**config.mk**
```make
export PLATFORM = sky130hd
export DESIGN_NAME = alu_mul_sequencer
export DESIGN_NICKNAME = d
export VERILOG_FILES = /design/src/rtl/alu_mul_sequencer.sv
export SDC_FILE = /design/constraint.sdc
export NUM_CORES = 1
export LEC_CHECK = 0
export ABC_AREA = 1
export CAP_MARGIN = 20
export CELL_PAD_IN_SITES_DETAIL_PLACEMENT = 0
export CELL_PAD_IN_SITES_GLOBAL_PLACEMENT = 1
export CORE_ASPECT_RATIO = 0.9
export CORE_MARGIN = 3
export CORE_UTILIZATION = 34
export CTS_CLUSTER_DIAMETER = 30
export DETAILED_ROUTE_END_ITERATION = 6
export HOLD_SLACK_MARGIN = 0.02
export PLACE_DENSITY_LB_ADDON = 0.08
export SLEW_MARGIN = 0
export SYNTH_ARGS = -nofsm -noshare
export SYNTH_HDL_FRONTEND = slang
export SYNTH_SLANG_ARGS = --single-unit
```
**constraint.sdc**
```tcl
create_clock -name clk -period 1.9 [get_ports clk]
set_input_delay 0.38 -clock clk [delete_from_list [all_inputs] [get_ports clk]]
set_output_delay 0.38 -clock clk [all_outputs]
set_load 0.03 [all_outputs]
```
**src/rtl/alu_mul_sequencer.sv**
```systemverilog
// Shift-add unsigned WIDTHxWIDTH multiplier that borrows the shared ALU through a request/grant handshake.
// Optional build macro MUL_EARLY_EXIT_EN: leave ITER once the remaining multiplier bits are zero and finish with one shift.
`ifndef ALU_NOP
`define ALU_NOP 5'b00000
`endif
`ifndef ALU_ADD
`define ALU_ADD 5'b00001
`endif

module alu_mul_sequencer #(
  parameter int WIDTH = 16
) (
  input  logic             clk,
  input  logic             rstN,
  input  logic             start,
  input  logic [WIDTH-1:0] multiplicand,
  input  logic [WIDTH-1:0] multiplier,
  output logic             busy,
  output logic             done,
  output logic [WIDTH-1:0] productHi,
  output logic [WIDTH-1:0] productLo,
  output logic             aluReq,
  input  logic             aluGrant,
  output logic [4:0]       aluSignals,
  output logic [WIDTH-1:0] aluOpA,
  output logic [WIDTH-1:0] aluOpB,
  input  logic [WIDTH-1:0] aluResult,
  input  logic             aluCarry,
  output logic             flagWriteInhibit
);
  localparam int CW = $clog2(WIDTH);
  localparam logic [CW-1:0] LAST = CW'(WIDTH-1);

  typedef enum logic [1:0] {
    IDLE   = 2'd0,
    ITER   = 2'd1,
`ifdef MUL_EARLY_EXIT_EN
    FINISH = 2'd3,
`endif
    DONE   = 2'd2
  } state_t;

  state_t             r_state, w_next;
  logic [WIDTH-1:0]   r_p, r_m, r_a;
  logic [CW-1:0]      r_count;
  logic [WIDTH-1:0]   r_prod_hi, r_prod_lo;
  logic               w_step, w_add, w_last;
  logic [2*WIDTH-1:0] w_pm;

  assign w_step = (r_state == ITER) && aluGrant;
  assign w_add  = w_step && r_m[0];
  assign w_last = w_step && (r_count == LAST);
  // ALU is combinational: the carry out of P+A becomes the new P MSB in the same cycle.
  assign w_pm   = w_add ? {aluCarry, aluResult, r_m[WIDTH-1:1]}
                        : {1'b0, r_p, r_m[WIDTH-1:1]};

`ifdef MUL_EARLY_EXIT_EN
  logic [WIDTH-1:0]   w_rem_mask;
  logic               w_exit;
  logic [CW:0]        w_fin_sh;
  logic [2*WIDTH-1:0] w_fin;

  // Low bits of the shifted M still hold unconsumed multiplier bits.
  assign w_rem_mask = {WIDTH{1'b1}} >> ({1'b0, r_count} + 1'b1);
  assign w_exit     = w_step && !w_last && ((w_pm[WIDTH-1:0] & w_rem_mask) == '0);
  // r_count already counts the consumed bits when FINISH runs.
  assign w_fin_sh   = (CW+1)'(WIDTH) - {1'b0, r_count};
  assign w_fin      = {r_p, r_m} >> w_fin_sh;
`endif

  always_ff @(posedge clk or negedge rstN) begin
    if (!rstN) r_state <= IDLE;
    else       r_state <= w_next;
  end

  always_comb begin
    w_next     = r_state;
    busy       = 1'b0;
    done       = 1'b0;
    aluReq     = 1'b0;
    aluSignals = `ALU_NOP;
    aluOpA     = '0;
    aluOpB     = '0;
    case (r_state)
      IDLE: if (start) w_next = ITER;
      ITER: begin
        busy   = 1'b1;
        aluReq = 1'b1;
        if (w_add) begin
          aluSignals = `ALU_ADD;
          aluOpA     = r_p;
          aluOpB     = r_a;
        end
        if (w_last) w_next = DONE;
`ifdef MUL_EARLY_EXIT_EN
        else if (w_exit) w_next = FINISH;
`endif
      end
`ifdef MUL_EARLY_EXIT_EN
      FINISH: begin
        busy   = 1'b1;
        w_next = DONE;
      end
`endif
      DONE: begin
        done   = 1'b1;
        w_next = IDLE;
      end
      default: w_next = IDLE;
    endcase
  end

  always_ff @(posedge clk or negedge rstN) begin
    if (!rstN) begin
      r_p       <= '0;
      r_m       <= '0;
      r_a       <= '0;
      r_count   <= '0;
      r_prod_hi <= '0;
      r_prod_lo <= '0;
    end else begin
      case (r_state)
        IDLE: if (start) begin
          r_a     <= multiplicand;
          r_m     <= multiplier;
          r_p     <= '0;
          r_count <= '0;
        end
        ITER: if (w_step) begin
          {r_p, r_m} <= w_pm;
          r_count    <= r_count + 1'b1;
          if (w_last) {r_prod_hi, r_prod_lo} <= w_pm;
        end
`ifdef MUL_EARLY_EXIT_EN
        FINISH: begin
          {r_p, r_m}             <= w_fin;
          {r_prod_hi, r_prod_lo} <= w_fin;
        end
`endif
        default: ;
      endcase
    end
  end

  assign productHi        = r_prod_hi;
  assign productLo        = r_prod_lo;
  assign flagWriteInhibit = busy;

endmodule

```
==> reports/metrics.yaml, run 1 <==
status:
  status: "finished, violations left"
  violations: "setup timing"
clock_network:
  h-tree-depth: 3
  numCtsBuffers: 9
  cts.sinks: 86
  clock_latency_ps: 340
  tritoncts: "yes"
  path_clk_slew_ps: 60
  clockBufferDepth: 2
  cts_root_buf: "clkbuf_16"
pwr:
  peakVddDrop_mv: 0.669
  leakage_nw: 2.89
  p_per_area_mw_per_mm2: 1590
global_routing:
  grt_use_total_pct: 17.1
  grt_max_degree: 40
  overflow: 0
  grt_pass1_vias: 3447
  grt_first_pass_wirelength_um: 17400
  antenna_found_initial: 0
floorplan:
  fp-row-count: 36
  pin_count: 126
  die_w_um: 119
  die_area_mm2: 0.0129
  core_mm2: 0.0110
  fp.dieH_um: 108
  initial_utilization_pct: 35.5
yosys:
  synth_area_mm2: 0.00392
  synth.distinct_cells: 25
  synth_top_cell_area_share_pct: 54.9
  synthTopCellsByArea: "dfrtp_1, nand2_1, o211ai_1, inv_1, o21ai_0"
  synth-seq-cells: 86
  synth_top_area_cell: "dfrtp_1"
  synth-seq-area-share_pct: 54.9
  synth_warnings: 0
  synthCells: 459
  synth.avg_cell_area_um2: 8.54
timing:
  finalCriticalPeriod_ps: 1910
  max_freq_ghz: 0.524
  finalCritPeriodShare_pct: 100
  rsz0062_at_grt: "true"
  hold_slack_ps: 476
  hold_viol: 0
  worst_pin_slew_ps: 583
  fin_ws_ps: -7.43
  fin_skew_ps: 9.89
  tns_ps: -7.82
  report.final.slew_viol_count: 0
  finalSetupViolations: 2
  relSlewSlack_pct: 61.1
setup_path:
  reg2reg_slack_ps: 240
  worstPathRequired_ps: 1520
  r2r-start: "r_state[1]"
  crit_end: "aluOpB[11]"
  crit_path_end_kind: "output port"
  crit_start: "r_state[1]"
  crit_type: "flip-flop to output port"
  crit_arrival_ps: 1530
  r2r_end: "r_p[2]"
  startpoint_type: "flip-flop"
  reg2reg_depth: 6
  crit_path_max_fanout: 11
run:
  maxCapViolCount: 0
placement:
  dpl_cell_area_mm2: 0.00530
  place_inst: 727
  io_buffers: 121
  hpwl_um: 7200
  gp_congestion: 0.749
detailed_routing:
  drcViolationCount: 0
  drtIter0Drc: 173
  antenna_left: 0
  wl_per_cell_um: 14.1
  routed-via-count: 3461
  routed_wl_um: 10600
  viasPerCell: 4.58
  drt_first_pass_iters: 4
final_layout:
  fill_cells: 1067
  seqCellArea_mm2: 0.00215
  multi_input_area_mm2: 0.00151
  fin_area_mm2: 0.00590
  drive_above_1_share_pct: 18.9
  areaGrowthSynthToFinish_pct: 50.5
  fin_nets: 652
  antenna_cells: 0
  final_cells: 755
min_path:
  min_path_type: "flip-flop to flip-flop"
[placed cells by master (no fill, tap or decap)]
master             n
nor2_4            13
dlygate4sd3_1      1
or2_2              1
buf_12             6
buf_4             45
nor2_1            17
inv_2              4
mux2i_1            1
a21oi_1            1
nand3_1            3
nand4_4            1
clkinv_4           1
buf_16             2
nand4_1            3
inv_1             54
dlygate4sd2_1      2
nand2_1          140
o211ai_1          45
buf_6             17
dfrtp_2            1
nand2_4            1
o21ai_1           10
nor2_8             2
ha_1               1
o21ai_0           40
clkinvlp_4         1
nand2_2            1
clkbuf_16          9
dfrtp_1           85
nor2_2             4
clkinv_2           3
inv_6              2
conb_1             4
clkdlybuf4s50_1   82
[critical path: stages, from the launching register on]
cell     delay [ps]
dfrtp_1         390
inv_2            80
nand4_4         130
buf_12          180
buf_16          160
nor2_4          100
buf_6           140
[final cells by class]
| cell class | instances | share of cell area [%] |
|---|---|---|
| sequential | 86 | 36.5 |
| timing repair buffer | 155 | 26.3 |
| multi-input combinational | 288 | 25.6 |
| clock buffer | 9 | 3.82 |
| inverter | 58 | 3.69 |
| tap | 152 | 3.22 |
| clock inverter | 7 | 0.827 |
[timing repair]
action,CTS,global route
pin swaps,1,2
gates resized for setup,36,18
endpoints found under the setup margin,33,29
hold buffers,1,0
setup buffers,4,5
hold endpoints to repair,29,0
gates cloned,2,0
[registers in the layout (all words and copies together), names as in the netlist]
register	cells
productHi	16
r_a	16
r_state	2
r_p	16
r_count	4
productLo	16
r_m	16
[per-layer routing]
metal	up-vias	share of wire (%)	GRT usage, %
li1	1730	-	-
met1	1617	48	23.6
met2	103	45	26.6
met3	11	5.6	4.10
met4	0	1.3	5.29
met5	-	0	0
[how the worst min path moves through the flow]
stage	from	to	slack, ps	cells past startpoint
finish	r_m[15]	r_m[15]	480	2
global route	productHi[0]	productHi[0]	500	2
CTS	r_p[4]	r_p[4]	480	2
detailed placement	rstN	productLo[9]	350	1
global placement	rstN	productLo[9]	350	1
floorplan	rstN	productHi[0]	80	0
[synthesized netlist by cell type]
cell / n
nand2_1: 140
dfrtp_1: 86
inv_1: 55
o211ai_1: 45
o21ai_0: 40
nor2_1: 34
o21ai_1: 10
buf_2: 9
clkbuf_1: 8
buf_4: 7
buf_1: 3
inv_2: 3
nand3_1: 3
nand4_1: 3
buf_6: 2
nor2_8: 2
a21oi_1: 1
clkbuf_2: 1
conb_1: 1
ha_1: 1
mux2i_1: 1
nand2_2: 1
nand2_4: 1
nand4_2: 1
or2_2: 1
[kinds of logic after synthesis]
family | share of synthesized area [%]
adder cells (fa/ha/maj) | 0.319
flip-flops | 54.9
multiplexers | 0.255
other | 0.0957
buffers and inverters | 9.80
AND/OR/NAND/NOR | 19.5
AO/OA/AOI/OAI | 15.1
[metrics by stage]
step | util, % | power, W | worst slack, ps
after CTS | 52.5 | 0.00936 | -47.9
after global routing | 53.4 | 0.0101 | -70.8
after detailed placement | 48.0 | 0.00740 | -93.7
after floorplan | - | 0.00576 | 119
after global placement | 48.0 | 0.00734 | -85.5
final | 53.4 | 0.00940 | -7.43
[report_power, final]
part / internal (W) / switching, W / total (W)
clock network: 0.000890 / 0.000744 / 0.00163
registers: 0.00268 / 0.000405 / 0.00309
logic: 0.00186 / 0.00282 / 0.00468
total: 0.00544 / 0.00396 / 0.00940
Power figures use the tool's default switching activity.
==> run 2: changes to the inputs <==
Settings changed: CORE_UTILIZATION 34 to 30.
Clock period 1.9 ns to 1.7 ns, I/O delays scaled along.
==> run 2 against run 1 <==
- via count is 0.61% lower
- non-clock buffer count shrank 2
- total power up 8.8%
- largest cell class unchanged
- core utilization fell by 6.1 points
- register-to-register slack worse by 50 ps
- sequential cell count is the same
- sequential share of layout area grew 0.17 points
- critical endpoint is now aluOpA[0]
- global-route usage down 2.8 points
- the flow still finishes with violations (setup timing)
- count of clock-buffer cells in the layout unchanged
- sequential power rose by 11%
- critical path type unchanged
- final area decreased by 0.47%
- wire length down 2.6%
==> reports/metrics.yaml, run 2 (synthesized netlist as in run 1, its figures left out) <==
detailed_routing:
  viasPerCell: 4.51  # was 4.58
  drt_first_pass_iters: 4  # unchanged
  wl_met2_um: 4400  # was 4790 um
  wl_met1_um: 5260  # was 5090 um
  antenna_left: 0  # unchanged
  routed-via-count: 3440  # was 3461
  met3_length_um: 543  # was 591 um
  drcViolationCount: 0  # unchanged
  drtIter0Drc: 206  # was 173
  routed.top_layer: "met4"  # unchanged
  routed_wl_um: 10300  # was 10600 um
  wl_per_cell_um: 13.6  # was 14.1 um
pwr:
  peakVddDrop_mv: 1.03  # was 0.669 mV
  p_per_area_mw_per_mm2: 1740  # was 1590 mW/mm^2
  p_total_w: 0.0102  # was 0.00940 W
  leakage_nw: 3.03  # was 2.89 nW
setup_path:
  path_cells: "inv_2, nand4_4, buf_12, nor2_2, buf_6"  # was inv_2, nand4_4, buf_12, buf_16, nor2_4, buf_6
  worstPathRequired_ps: 1360  # was 1520 ps
  crit_path_end_kind: "output port"  # unchanged
  crit_arrival_ps: 1470  # was 1530 ps
  crit_slowest_cell: "dfrtp_2"  # was dfrtp_1
  path_buf_inv: 3  # was 4
  crit_family: "buffers and inverters"  # unchanged
  startpoint_type: "flip-flop"  # unchanged
  cpPeakStageDelay_ps: 410  # was 390 ps
  crit_type: "flip-flop to output port"  # unchanged
  crit_path_max_fanout: 32  # was 11
clock_network:
  h-tree-depth: 3  # unchanged
  tritoncts: "yes"  # unchanged
  cts_root_buf: "clkbuf_16"  # unchanged
  cts.sinks: 86  # unchanged
  clockBufferDepth: 2  # unchanged
  path_clk_slew_ps: 70  # was 60 ps
  numCtsBuffers: 9  # unchanged
  clock_latency_ps: 340  # about the same
placement:
  hpwl_um: 7260  # was 7200 um
  io_buffers: 121  # unchanged
  pre_cts_slack_ps: -206  # was -93.7 ps
  gp_congestion: 0.783  # was 0.749
final_layout:
  areaGrowthSynthToFinish_pct: 49.8  # was 50.5%
  final_common_cell: "nand2_1"  # unchanged
  seqCellArea_mm2: 0.00215  # unchanged
  final_core_utilization_pct: 47.3  # was 53.4%
  drive_above_1_share_pct: 18.3  # was 18.9%
  antenna_cells: 0  # unchanged
  fill_cells: 1195  # was 1067
  fin_nets: 651  # was 652
  final_cell_mix: "nand2_1, dfrtp_1, inv_1"  # was nand2_1, dfrtp_1, clkdlybuf4s50_1
  multi_input_area_mm2: 0.00149  # was 0.00151 mm^2
timing:
  finalCriticalPeriod_ps: 1810
  fin_skew_ps: 6.83  # was 9.89 ps
  rsz0062_at_grt: "true"  # unchanged
  max_freq_ghz: 0.554
  tns_ps: -2190  # was -7.82 ps
  fin_ws_ps: -106  # was -7.43 ps
  report.final.slew_viol_count: 0  # unchanged
  finalCritPeriodShare_pct: 106
  worst_pin_slew_ps: 571  # was 583 ps
  finalSetupViolations: 32  # was 2
  relSlewSlack_pct: 61.9  # was 61.1%
  hold_viol: 0  # unchanged
floorplan:
  fp-row-count: 38  # was 36
  die_w_um: 126  # was 119 um
  pin_count: 126  # unchanged
  die_area_mm2: 0.0145  # was 0.0129 mm^2
  fp.dieH_um: 114  # was 108 um
  core_mm2: 0.0124  # was 0.0110 mm^2
  initial_utilization_pct: 31.6  # was 35.5%
global_routing:
  grt_first_pass_wirelength_um: 16700  # was 17400 um
  grt_use_total_pct: 14.3  # was 17.1%
  grt_max_degree: 47  # was 40
  antenna_found_initial: 0  # unchanged
  grt_pass1_vias: 3315  # was 3447
  overflow: 0  # unchanged
status:
  violations: "setup timing"  # unchanged
  status: "finished, violations left"  # unchanged
min_path:
  min_path_type: "flip-flop to flip-flop"  # unchanged
run:
  maxCapViolCount: 0  # unchanged
[run 2: cell count changes in the layout (fill, tap and decap cells not counted), sizes merged]
cell	delta
clkinv	-1
clkdlybuf4s50	-32
clkinvlp	+2
buf	-1
nor2	+1
bufinv	+1
inv	-2
dlygate4sd2	+31
[run 2: what timing repair did]
item,in CTS,in global routing
cloned,0,1
setup buffers,3,4
hold endpoints to repair,86,0
pin swaps,1,1
resized for setup,69,2
setup endpoints to repair,65,36
hold buffers,1,0
[run 2: worst paths after layout]
path / slack (ps) / end / depth (start not counted) / from
hold reg to reg: 470 / productHi[4] / 2 / productHi[4]
setup / recovery: -110 / aluOpA[0] / 5 / r_state[1]
max in group asynchronous: 930 / r_a[5] / 3 / rstN
min in group asynchronous: 530 / productLo[9] / 3 / rstN
setup reg to reg: 190 / r_p[5] / 8 / r_state[1]
hold / removal: 470 / productHi[4] / 2 / productHi[4]
[run 2: worst reg2reg max path, stage by stage, from the launching register on]
cell and delay (ps):
dfrtp_2 410, buf_4 160, nor2_8 190, nand2_4 110, buf_4 150, inv_1 80
buf_12 150, o211ai_1 110, nand2_1 90
[run 2: through the flow]
step | hold WS, ps | instance area, um^2 | cells
after CTS | 480 | 5820 | 757
after detailed placement | 341 | 5410 | 737
after global placement | 345 | 5410 | 737
after floorplan | 44.4 | 3930 | 462
final | 474 | 5870 | 762
after global routing | 491 | 5870 | 762
[run 2: final cells by class]
| class | instances | share of cell area [%] |
|---|---|---|
| Sequential cell | 86 | 36.7 |
| Timing Repair Buffer | 153 | 25.8 |
| Multi-Input combinational cell | 289 | 25.3 |
| Clock buffer | 9 | 3.84 |
| Inverter | 58 | 3.71 |
| Tap cell | 160 | 3.41 |
| Clock inverter | 7 | 1.28 |
[run 2: power by group]
| group | switching [W] | internal [W] | leakage (nW) |
|---|---|---|---|
| registers | 0.000432 | 0.00300 | 1.12 |
| clock network | 0.000838 | 0.00114 | 0.138 |
| logic | 0.00306 | 0.00177 | 1.77 |
| total | 0.00433 | 0.00591 | 3.03 |
[run 2: per-layer routing]
layer | global-route usage, % | up-vias
li1 | - | 1736
met1 | 20.5 | 1602
met2 | 21.2 | 90
met3 | 3.59 | 12
met4 | 4.79 | 0
met5 | 0 | -
